## src/rtl/mod_counter_cascade_if.sv

```systemverilog
// mod_counter_cascade_if: control/status bundle of one counter stage; dir exists only with MOD_COUNTER_DOWN_EN
interface mod_counter_cascade_if #(
  parameter int WIDTH  = 4,
  parameter int PASS_W = 8
);
  logic              en_ct;
`ifdef MOD_COUNTER_DOWN_EN
  logic              dir;
`endif
  logic              rst_ct;
  logic              ld;
  logic [WIDTH-1:0]  ld_val;
  logic [PASS_W-1:0] pass_tgt;
  logic [WIDTH-1:0]  count;
  logic              carry_out;
  logic              tc;
  logic [PASS_W-1:0] pass_cnt;
  logic              done;
`ifdef MOD_COUNTER_DOWN_EN
  modport master (output en_ct, dir, rst_ct, ld, ld_val, pass_tgt,
                  input count, carry_out, tc, pass_cnt, done);
  modport slave  (input en_ct, dir, rst_ct, ld, ld_val, pass_tgt,
                  output count, carry_out, tc, pass_cnt, done);
`else
  modport master (output en_ct, rst_ct, ld, ld_val, pass_tgt,
                  input count, carry_out, tc, pass_cnt, done);
  modport slave  (input en_ct, rst_ct, ld, ld_val, pass_tgt,
                  output count, carry_out, tc, pass_cnt, done);
`endif
endinterface

```

## src/rtl/mod_counter_cascade.sv

```systemverilog
// mod_counter_cascade: modulo-N counter with load, pass counter and cascade carry; MOD_COUNTER_DOWN_EN adds down counting
module mod_counter_cascade #(
  parameter int WIDTH   = 4,
  parameter int MODULUS = 10,
  parameter int PASS_W  = 8
) (
  input logic clk,
  input logic rst,
  mod_counter_cascade_if.slave b
);
  localparam logic [WIDTH-1:0] MAX = WIDTH'(MODULUS - 1);
  logic              wrap_pt;
  logic [WIDTH-1:0]  step;
  logic [WIDTH-1:0]  wrap_val;
  logic [PASS_W-1:0] pass_nxt;
`ifdef MOD_COUNTER_DOWN_EN
  assign wrap_pt  = b.dir ? b.count == '0 : b.count == MAX;
  assign step     = b.dir ? b.count - 1'b1 : b.count + 1'b1;
  assign wrap_val = b.dir ? MAX : '0;
`else
  assign wrap_pt  = b.count == MAX;
  assign step     = b.count + 1'b1;
  assign wrap_val = '0;
`endif
  // carry is deliberately not gated by ld/rst_ct so a downstream stage still advances
  assign b.carry_out = b.en_ct & ~b.done & wrap_pt;
  assign pass_nxt    = b.pass_cnt + 1'b1;
  always_ff @(posedge clk or negedge rst)
    if (!rst) begin
      b.count    <= '0;
      b.pass_cnt <= '0;
      b.tc       <= 1'b0;
      b.done     <= 1'b0;
    end else if (b.rst_ct) begin
      b.count    <= '0;
      b.pass_cnt <= '0;
      b.tc       <= 1'b0;
      b.done     <= 1'b0;
    end else if (b.ld) begin
      b.count <= b.ld_val > MAX ? MAX : b.ld_val;
      b.tc    <= 1'b0;
    end else if (b.carry_out) begin
      b.count    <= wrap_val;
      b.pass_cnt <= pass_nxt;
      b.tc       <= 1'b1;
      b.done     <= b.pass_tgt != '0 && pass_nxt == b.pass_tgt;
    end else if (b.en_ct && !b.done) begin
      b.count <= step;
      b.tc    <= 1'b0;
    end else begin
      b.tc <= 1'b0;
    end
endmodule

```

## src/flat_wrapper.sv

```systemverilog
// flat-port wrapper written by rule: the top's interface ports become plain ports
module mod_counter_cascade_flat 
#(
  parameter int WIDTH   = 4,
  parameter int MODULUS = 10,
  parameter int PASS_W  = 8
)
  (clk, rst, b_en_ct, b_rst_ct, b_ld, b_ld_val, b_pass_tgt, b_count, b_carry_out, b_tc, b_pass_cnt, b_done);
  mod_counter_cascade_if #(.WIDTH(WIDTH), .PASS_W(PASS_W)) b_i ();
  input logic clk;
  input logic rst;
  input wire logic [$bits(b_i.en_ct)-1:0] b_en_ct;
  input wire logic [$bits(b_i.rst_ct)-1:0] b_rst_ct;
  input wire logic [$bits(b_i.ld)-1:0] b_ld;
  input wire logic [$bits(b_i.ld_val)-1:0] b_ld_val;
  input wire logic [$bits(b_i.pass_tgt)-1:0] b_pass_tgt;
  output wire logic [$bits(b_i.count)-1:0] b_count;
  output wire logic [$bits(b_i.carry_out)-1:0] b_carry_out;
  output wire logic [$bits(b_i.tc)-1:0] b_tc;
  output wire logic [$bits(b_i.pass_cnt)-1:0] b_pass_cnt;
  output wire logic [$bits(b_i.done)-1:0] b_done;
  assign b_i.en_ct = b_en_ct;
  assign b_i.rst_ct = b_rst_ct;
  assign b_i.ld = b_ld;
  assign b_i.ld_val = b_ld_val;
  assign b_i.pass_tgt = b_pass_tgt;
  assign b_count = b_i.count;
  assign b_carry_out = b_i.carry_out;
  assign b_tc = b_i.tc;
  assign b_pass_cnt = b_i.pass_cnt;
  assign b_done = b_i.done;
  mod_counter_cascade #(.WIDTH(WIDTH), .MODULUS(MODULUS), .PASS_W(PASS_W)) u_core (.clk(clk), .rst(rst), .b(b_i));
endmodule
```

## config.mk

```make
export PLATFORM = sky130hd
export DESIGN_NAME = mod_counter_cascade_flat
export DESIGN_NICKNAME = d
export VERILOG_FILES = /design/src/rtl/mod_counter_cascade_if.sv /design/src/rtl/mod_counter_cascade.sv /design/src/flat_wrapper.sv
export SDC_FILE = /design/constraint.sdc
export NUM_CORES = 1
export LEC_CHECK = 0
export CAP_MARGIN = 15
export CORE_MARGIN = 3
export CORE_UTILIZATION = 40
export CTS_CLUSTER_SIZE = 12
export DETAILED_ROUTE_END_ITERATION = 8
export GPL_ROUTABILITY_DRIVEN = 0
export PLACE_DENSITY_LB_ADDON = 0.2
export SLEW_MARGIN = 20
export SYNTH_ARGS = -nofsm -noshare
export SYNTH_HDL_FRONTEND = slang
export SYNTH_SLANG_ARGS = --single-unit
```

## constraint.sdc

```tcl
create_clock -name clk -period 2.1 [get_ports clk]
set_input_delay 0.42 -clock clk [delete_from_list [all_inputs] [get_ports clk]]
set_output_delay 0.42 -clock clk [all_outputs]
set_load 0.02 [all_outputs]
```

==> run_results.csv, run 1 <==
group,metric,value,unit
critical_path,critical_path_class,"input pin to register",
placed_design,io_buffers,31,
cells_and_area,areaGrowthSynthToFinish,44.4,%
placed_design,detailed_place_hpwl,1810,um
detailed_routing,drc,0,
critical_path,critPathTopFamily,"simple AND/OR/NAND/NOR gates",
pwr,irDropWorstVdd,0.331,mV
sta,worst_relative_slew_slack,57.1,%
critical_path,regToRegStartpoint,"u_core.b.count[1]$_DFFE_PN0P_",
sta,post_route_setup_tns,0,ns
sta,period_share,99.1,%
global_route,overflow_after_grt,0,
critical_path,regToRegEndpoint,"u_core.b.done$_DFFE_PN0P_",
synth,synthesis.nets,128,
placed_design,total_instance_count_after_detailed_placement,171,
pwr,p_comb_share,22.3,%
critical_path,rr_worst_depth,7,
synth,synth.largest_area_cell,"dfrtp_1",
sta,timing.clock.skew,0.0111,ns
pwr,clk_pwr_share,26.9,%
sta,final_number_of_hold_violating_endpoints,0,
synth,post_synth_inst_count,108,
clock_network,clock_transition_at_path_regs,0.08,ns
detailed_routing,drt_wl_total,2410,um
run,cap_viol_max_count,0,
critical_path,cp_data_required_time,2.29,ns
critical_path,critical_path.startpoint_type,"input pin",
sta,layout_min_cycle_time,2.08,ns
detailed_routing,route.vias.total,913,
synth,yosys_warnings,0,
pwr,p_sw,144,uW
sta,slew_viol_final,0,
critical_path,worst-path-max-fanout,7,
clock_network,cts-root-buf,"clkbuf_4",
critical_path,worst_setup_path_end_kind,"register",
clock_network,cts-htree-levels,1,
clock_network,tritoncts,"done",
global_route,grt_usage,18.9,%
cells_and_area,postLayoutCellArea,0.00134,sq mm
critical_path,crit_arrival,2.27,ns
cells_and_area,fillers,176,
pwr,p_sw_share,26.0,%
sta,setup_violations,0,
cells_and_area,antenna-diode-count,0,
synth,yosys.cell_types.count,29,
global_route,vias_in_the_first_global_route,904,
critical_path,worst-path-stages,6,
clock_network,worst_skew_late_latency,0.28,ns
synth,post_synth_main_area_contributors,"dfrtp_1 (38%), xnor2_1 (13%), nand2_1 (5.2%)",
sta,fmax,480,MHz
synth,netlist_area,931,sq um
hold_path,min_path_type,"input pin to asynchronous set/reset pin",
pwr,power_density,411,mW/mm^2
pwr,total_power,552,uW
critical_path,critical-path-slowest-cell,"or4_4",
detailed_routing,detailedRoute.firstPassIterationCount,4,
clock_network,cts_sinks,14,
critical_path,crit_path_max_incr_delay,0.54,ns
pwr,total_leakage_power,0.524,nW
placed_design,placement.cell_area,0.00132,sq mm
floorplan,starting_density_of_the_core,44.7,%
cells_and_area,area_of_the_multi_input_gates,557,sq um
cells_and_area,register_area,350,sq um
critical_path,crit_buf_inv,1,
detailed_routing,initialDrtViolationCount,24,
critical_path,path_cells,"clkdlybuf4s50_1, nand2b_4, or4_4, a211oi_1, nand4_1, o31ai_1",
detailed_routing,vias_per_cell,5.25,
synth,ys_seq_area_share,37.6,%
synth,netlist.area_leader.share,37.6,%
global_route,grt_max_degree,15,
cells_and_area,commonest_cells_after_routing_fill_and_taps_aside,"clkdlybuf4s50_1 (30), xnor2_1 (14), dfrtp_1 (14), nand2_1 (13), nor2_1 (12)",
floorplan,die_width,54.2,um
clock_network,max-clock-path-buffers,2,
pwr,cell_internal_pwr,408,uW
outcome,status,"finished, final reports clean",
floorplan,die_height,54.2,um
pwr,seq_power_share,50.8,%
detailed_routing,route.detailed.wl_per_inst,13.9,um
floorplan,placementRows,16,
floorplan,standard_cell_core_area,0.00208,sq mm
cells_and_area,final_common_cell,"clkdlybuf4s50_1",
sta,tightestPinTransition,0.641,ns
cells_and_area,fin_cells,174,
synth,synth.avg_cell_area,8.62,sq um
floorplan,total_die_area,0.00294,sq mm
synth,yosys_register_bits,14,
clock_network,cts_setup_buffers,0,
cells_and_area,nets,169,
cells_and_area,final_layout_size_suffix_gt1_share,10.2,%
detailed_routing,antenna_left,0,
clock_network,cts-buffers-inserted,3,
cells_and_area,final_core_util,64.5,%
floorplan,ioPinCount,32,
global_route,antenna_found_initial,0,
global_route,grt_pass1_wl,4020,um
critical_path,worst-r2r-setup-slack,0.13,ns
## cell usage after synthesis
| library cell | n |
|---|---|
| o21ai_0 | 6 |
| nand3_1 | 6 |
| nand2_1 | 13 |
| nand3b_1 | 2 |
| nand2b_1 | 1 |
| or2b_1 | 1 |
| or2_2 | 1 |
| o22a_1 | 1 |
| o31ai_1 | 1 |
| dfrtp_1 | 14 |
| o311ai_0 | 2 |
| nand2b_4 | 1 |
| or4_1 | 2 |
| nor4_1 | 1 |
| xor2_1 | 5 |
| and3_1 | 1 |
| inv_1 | 4 |
| nand4_1 | 2 |
| nor3_1 | 2 |
| clkbuf_1 | 2 |
| a211oi_1 | 2 |
| ha_1 | 3 |
| buf_2 | 1 |
| o41ai_1 | 1 |
| a21oi_1 | 5 |
| o21a_1 | 1 |
| or3_1 | 1 |
| xnor2_1 | 14 |
| nor2_1 | 12 |
## layer usage
metal / wire length, um / track usage [%]
met5: 0 / 0
met4: 33 / 4.56
met3: 175 / 6.27
met2: 1120 / 29.7
met1: 1090 / 25.1
## sequential cells by signal, summed over array words and instances, names as in the netlist
| name | count |
|---|---|
| u_core.b.count | 4 |
| u_core.b.done | 1 |
| u_core.b.pass_cnt | 8 |
| u_core.b.tc | 1 |
## worst max path at each step
stage / from / end / slack, ns
3_3_place_gp: b_en_ct / b_carry_out / -0.25
5_1_grt: b_en_ct / u_core.b.done$_DFFE_PN0P_ / -0.07
2_1_floorplan: u_core.b.count[0]$_DFFE_PN0P_ / u_core.b.done$_DFFE_PN0P_ / 0.20
3_5_place_dp: b_en_ct / b_carry_out / -0.28
6_report: b_en_ct / u_core.b.done$_DFFE_PN0P_ / 0.02
4_1_cts: b_en_ct / b_carry_out / 0.02
## power groups by stage
stage / Combinational, mW / Clock [mW] / Sequential [mW]
2_1_floorplan: 0.0405 / 0 / 0.294
3_3_place_gp: 0.121 / 0 / 0.285
3_5_place_dp: 0.123 / 0 / 0.286
4_1_cts: 0.123 / 0.157 / 0.280
5_1_grt: 0.136 / 0.170 / 0.281
6_report: 0.123 / 0.149 / 0.280
## layout make-up
| type | count | area share, % |
|---|---|---|
| sequential | 14 | 26.1 |
| inverter | 4 | 1.12 |
| multi-input combinational | 87 | 41.4 |
| clock buffer | 3 | 1.68 |
| tap | 27 | 2.51 |
| timing repair buffer | 39 | 27.2 |
## worst register-to-register path: stages, from the launching register on
cell and delay [ns]:
dfrtp_1 0.38, inv_1 0.06, ha_1 0.14, nand2_1 0.09, or4_4 0.48, a211oi_1 0.36, nand4_1 0.12, o31ai_1 0.26
## metrics by stage
stage,setup slack [ns],hold slack (ns)
after floorplan,0.197,0.124
after global placement,-0.254,0.570
after detailed placement,-0.277,0.575
after CTS,0.0208,0.559
after global routing,-0.0675,0.554
final,0.0180,0.526
## cells by family after synthesis
kind of cell,Yosys count,share of synthesized area [%]
AND/OR/NAND/NOR,46,24.6
AO/OA/AOI/OAI,19,12.9
XOR/XNOR,19,17.9
flip-flops,14,37.6
buffers and inverters,7,2.96
adder cells (fa/ha/maj),3,4.03
## repair_timing
action | in CTS | in global routing
resized for setup | 1 | 4
hold buffers | 0 | 0
endpoints found under the setup margin | 1 | 2
(Power assumes the default switching activity.)
==> inputs of run 2 (changes only) <==
- CORE_UTILIZATION: 40 -> 44
- TNS_END_PERCENT: unset -> 30
==> run 2 against run 1 <==
Net effect:
- critical path depth fell by 2
- largest power group unchanged
- power rose by 7.8%
- sequential cell count did not move
- critical path type is now input pin to primary output
- clock skew fell by 0.0028 ns
- via count rose by 2.8%
==> run_results.csv, run 2 (synthesis results as in run 1) <==
group,metric,value,unit
pwr,power_density,430,mW/mm^2
sta,fmax,505,MHz
critical_path,crit_arrival,1.56,ns
sta,fin_worst_setup_slack,0.118,ns
pwr,total_power,595,uW
global_route,overflow_after_grt,0,
pwr,irDropWorstVdd,0.340,mV
placed_design,detailed_place_hpwl,1770,um
clock_network,cts-htree-levels,1,
detailed_routing,initialDrtViolationCount,24,
critical_path,critical_path.startpoint,"b_en_ct",
clock_network,worst_skew_late_latency,0.28,ns
sta,timing.clock.skew,0.00832,ns
sta,rsz0062_at_grt,"no",
sta,hold_slack,0.527,ns
global_route,grt_usage,20.2,%
floorplan,die_height,52.0,um
clock_network,cts_sinks,14,
floorplan,die_width,52.0,um
detailed_routing,drt_wl_total,2360,um
cells_and_area,final_layout_size_suffix_gt1_share,12.0,%
critical_path,worst_setup_path_end_kind,"primary output",
placed_design,dp_worst_setup_slack,-0.267,ns
critical_path,critPathTopFamily,"buffers and inverters",
critical_path,critical_path_class,"input pin to primary output",
critical_path,rr_worst_depth,7,
sta,layout_min_cycle_time,1.98,ns
critical_path,worst_setup_path_endpoint,"b_carry_out",
sta,worst_relative_slew_slack,56.7,%
critical_path,path_cells,"clkdlybuf4s50_1, nand2b_4, nor3_2, dlygate4sd2_1",
detailed_routing,wl_met2,1170,um
cells_and_area,largest_reg_flops,8,
cells_and_area,reg.largest.list,"u_core.b.pass_cnt (8), u_core.b.count (4)",
placed_design,io_buffers,31,
detailed_routing,drc,0,
global_route,grt_max_degree,15,
cells_and_area,antenna-diode-count,0,
floorplan,starting_density_of_the_core,47.0,%
floorplan,standard_cell_core_area,0.00198,sq mm
critical_path,cp_data_required_time,1.68,ns
cells_and_area,postLayoutCellArea,0.00138,sq mm
floorplan,placementRows,16,
critical_path,regToRegEndpoint,"u_core.b.done$_DFFE_PN0P_",
floorplan,total_die_area,0.00270,sq mm
clock_network,cts-root-buf,"clkbuf_4",
clock_network,clock_transition_at_path_regs,0.09,ns
detailed_routing,detailedRoute.firstPassIterationCount,4,
clock_network,max-clock-path-buffers,2,
outcome,status,"finished, final reports clean",
run,cap_viol_max_count,0,
floorplan,ioPinCount,32,
hold_path,min_path_type,"input pin to asynchronous set/reset pin",
pwr,total_leakage_power,0.544,nW
critical_path,critical_path.startpoint_type,"input pin",
sta,setup_violations,0,
detailed_routing,vias_per_cell,5.31,
cells_and_area,fin_cells,177,
detailed_routing,wirelength_met1,975,um
clock_network,tritoncts,"done",
placed_design,placement.cell_area,0.00134,sq mm
detailed_routing,route.detailed.wl_per_inst,13.3,um
critical_path,critical-path-slowest-cell,"clkdlybuf4s50_1",
critical_path,crit_path_max_incr_delay,0.51,ns
clock_network,cts-buffers-inserted,3,
global_route,antenna_found_initial,0,
detailed_routing,antenna_left,0,
critical_path,worst-r2r-setup-slack,0.29,ns
global_route,vias_in_the_first_global_route,920,
cells_and_area,final_common_cell,"clkdlybuf4s50_1",
sta,tightestPinTransition,0.647,ns
detailed_routing,met3_wirelength,178,um
sta,slew_viol_final,0,
sta,period_share,94.4,%
cells_and_area,areaGrowthSynthToFinish,48.5,%
critical_path,regToRegStartpoint,"u_core.b.count[1]$_DFFE_PN0P_",
critical_path,worst-path-max-fanout,4,
critical_path,crit_buf_inv,2,
clock_network,cts_setup_buffers,0,
cells_and_area,largest_reg_by_ff_count,"u_core.b.pass_cnt",
detailed_routing,topRoutingLayerUsed,"met4",
cells_and_area,final_core_util,69.8,%
placed_design,total_instance_count_after_detailed_placement,173,
sta,post_route_setup_tns,0,ns
cells_and_area,commonest_cells_after_routing_fill_and_taps_aside,"clkdlybuf4s50_1 (30), xnor2_1 (14), dfrtp_1 (14), nand2_1 (13), nor2_1 (12)",
sta,final_number_of_hold_violating_endpoints,0,
cells_and_area,nets,171,
global_route,grt_pass1_wl,4000,um
critical_path,worst-path-stages,4,
detailed_routing,route.vias.total,939,
run 2: cell types whose count changed in the layout (fill, tap and decap cells not counted), sizes merged:
cell	change
buf	+2
dlygate4sd2	+1
run 2: report_power, final:
part	switching (mW)	internal (mW)	total (mW)
Combinational	0.0563	0.0672	0.123
Sequential	0.00566	0.275	0.281
Clock	0.0856	0.106	0.191
run 2: repair_timing:
item | in CTS | in global routing
hold buffers | 0 | 0
setup endpoints to repair | 1 | 2
gates resized for setup | 1 | 2
run 2: final cells by class:
type | instances | area, sq um
Fill cell | 160 | 599
Multi-Input combinational cell | 87 | 563
Timing Repair Buffer | 41 | 384
Sequential cell | 14 | 350
Clock buffer | 4 | 36.3
Tap cell | 27 | 33.8
Inverter | 4 | 15.0
run 2: worst min path at each step:
stage	endpoint	slack, ns	cells after the start	start
6_report	u_core.b.pass_cnt[0]$_DFFE_PN0P_	0.53	1	rst
5_1_grt	u_core.b.pass_cnt[0]$_DFFE_PN0P_	0.56	1	rst
4_1_cts	u_core.b.pass_cnt[3]$_DFFE_PN0P_	0.56	1	rst
3_5_place_dp	u_core.b.pass_cnt[7]$_DFFE_PN0P_	0.58	2	u_core.b.pass_cnt[7]$_DFFE_PN0P_
3_3_place_gp	u_core.b.count[3]$_DFFE_PN0P_	0.57	2	u_core.b.count[3]$_DFFE_PN0P_
2_1_floorplan	u_core.b.count[0]$_DFFE_PN0P_	0.12	0	rst
run 2: layer usage:
layer / vias to the layer above / track usage (%)
li1: 459 / -
met1: 438 / 23.6
met2: 36 / 36.2
met3: 6 / 3.44
met5: - / 0
met4: 0 / 7.86
==> inputs of run 3 (changes only) <==
==> constraint.sdc (replaced) <==
create_clock -name clk -period 2.1 [get_ports clk]
set_input_delay 0.315 -clock clk [delete_from_list [all_inputs] [get_ports clk]]
set_output_delay 0.315 -clock clk [all_outputs]
set_load 0.02 [all_outputs]
==> run 3 against run 2 <==
Net effect:
- global-route usage grew 0.13 points
- hold slack lost 0.10 ns
- fmax grew 6.0%
- sequential share of layout area grew 0.73 points
- cell count shrank 1.7%
- clock skew grew 0.00072 ns
==> run_results.csv, run 3 (synthesis results as in run 1) <==
group,metric,value,unit
critical_path,worst-path-max-fanout,5,
floorplan,total_die_area,0.00270,sq mm
sta,slew_viol_final,0,
pwr,total_leakage_power,0.524,nW
cells_and_area,final_layout_size_suffix_gt1_share,8.84,%
detailed_routing,drc,0,
clock_network,cts_setup_buffers,0,
cells_and_area,antenna-diode-count,0,
global_route,grt_pass1_wl,4020,um
global_route,global_route.usage.met3,3.44,%
critical_path,cp_data_required_time,1.78,ns
floorplan,standard_cell_core_area,0.00198,sq mm
floorplan,starting_density_of_the_core,47.0,%
clock_network,clock_transition_at_path_regs,0.08,ns
pwr,total_power,542,uW
clock_network,cts-root-buf,"clkbuf_4",
cells_and_area,nets,169,
sta,timing.clock.skew,0.00904,ns
global_route,grt_max_degree,15,
cells_and_area,largest_reg_flops,8,
sta,setup_violations,0,
cells_and_area,register_area,350,sq um
sta,final_number_of_hold_violating_endpoints,0,
cells_and_area,final_common_cell,"clkdlybuf4s50_1",
sta,hold_slack,0.424,ns
cells_and_area,reg.largest.list,"u_core.b.pass_cnt (8), u_core.b.count (4)",
global_route,vias_in_the_first_global_route,958,
cells_and_area,areaGrowthSynthToFinish,44.4,%
sta,worst_relative_slew_slack,57.8,%
floorplan,die_width,52.0,um
global_route,use_met2,33.1,%
floorplan,placementRows,16,
critical_path,worst_setup_path_end_kind,"primary output",
sta,layout_min_cycle_time,1.87,ns
critical_path,critical_path_class,"register to primary output",
cells_and_area,commonest_cells_after_routing_fill_and_taps_aside,"clkdlybuf4s50_1 (30), xnor2_1 (14), dfrtp_1 (14), nand2_1 (13), nor2_1 (12)",
global_route,overflow_after_grt,0,
clock_network,cts-htree-levels,1,
cells_and_area,largest_reg_by_ff_count,"u_core.b.pass_cnt",
placed_design,io_buffers,31,
run,cap_viol_max_count,0,
sta,period_share,89.0,%
detailed_routing,route.detailed.wl_per_inst,13.2,um
pwr,irDropWorstVdd,0.410,mV
detailed_routing,drt_wl_total,2290,um
sta,fmax,535,MHz
cells_and_area,area_of_the_multi_input_gates,553,sq um
clock_network,worst_skew_late_latency,0.28,ns
clock_network,cts_sinks,14,
detailed_routing,detailedRoute.firstPassIterationCount,4,
pwr,power_density,403,mW/mm^2
detailed_routing,vias_per_cell,5.23,
cells_and_area,fillers,167,
detailed_routing,initialDrtViolationCount,33,
clock_network,tritoncts,"done",
placed_design,detailed_place_hpwl,1760,um
critical_path,rr_worst_depth,7,
cells_and_area,final_core_util,67.8,%
global_route,grtUsageMet1,23.8,%
global_route,grt_usage,20.3,%
global_route,antenna_found_initial,0,
sta,rsz0062_at_grt,"no",
detailed_routing,route.vias.total,910,
clock_network,cts-buffers-inserted,3,
detailed_routing,antenna_left,0,
global_route,gr-max-usage-layer,"met2",
critical_path,critical_path.startpoint_type,"register",
floorplan,die_height,52.0,um
critical_path,crit_arrival,1.55,ns
sta,tightestPinTransition,0.631,ns
hold_path,min_path_type,"input pin to asynchronous set/reset pin",
outcome,status,"finished, final reports clean",
floorplan,ioPinCount,32,
clock_network,max-clock-path-buffers,2,
-- run 3: final timing paths --
check,from,slack (ns),to
min reg2reg,u_core.b.count[3]$_DFFE_PN0P_,0.58,u_core.b.count[3]$_DFFE_PN0P_
max in group asynchronous,rst,1.26,u_core.b.pass_cnt[4]$_DFFE_PN0P_
max reg2reg,u_core.b.count[1]$_DFFE_PN0P_,0.24,u_core.b.done$_DFFE_PN0P_
max,u_core.b.count[1]$_DFFE_PN0P_,0.23,b_carry_out
min,rst,0.42,u_core.b.pass_cnt[0]$_DFFE_PN0P_
min in group clk,u_core.b.count[3]$_DFFE_PN0P_,0.58,u_core.b.count[3]$_DFFE_PN0P_
-- run 3: worst max-delay path, cell delays in order, from the launching register on --
cell and delay [ns]:
dfrtp_1 0.41, inv_1 0.07, ha_1 0.14, nand2_1 0.08
nor3_1 0.22, dlygate4sd2_1 0.37
-- run 3: area by class of cell --
class / instances / share of cell area (%)
repair buffers: 39 / 27.5
inverters: 4 / 1.12
clock buffers: 3 / 1.68
flip-flops and latches: 14 / 26.1
well taps: 27 / 2.51
multi-input cells: 87 / 41.2
-- run 3: layer usage --
layer / vias up / share of wire [%]
li1: 452 / -
met1: 409 / 42
met2: 41 / 47
met3: 8 / 7.3
met4: 0 / 3.5
met5: - / 0
-- run 3: timing repair --
action | in CTS | in global routing
gates resized for setup | 1 | 0
hold buffers | 0 | 0
endpoints found under the hold margin | 0 | 0
setup endpoints to repair | 1 | 0
-- run 3: per-stage QoR --
stage / area (sq um) / instances / setup WS (ns) / TNS, ns
floorplan: 931 / 108 / 0.197 / 0
global placement: 1320 / 171 / -0.0375 / -0.0419
detailed placement: 1320 / 171 / -0.0393 / -0.0632
CTS: 1340 / 174 / 0.205 / 0
global route: 1340 / 174 / 0.0795 / 0
finish: 1340 / 174 / 0.230 / 0
-- run 3: where the power goes --
part | internal, mW | switching [mW]
Sequential | 0.275 | 0.00787
Clock | 0.0664 | 0.0777
Combinational | 0.0629 | 0.0517
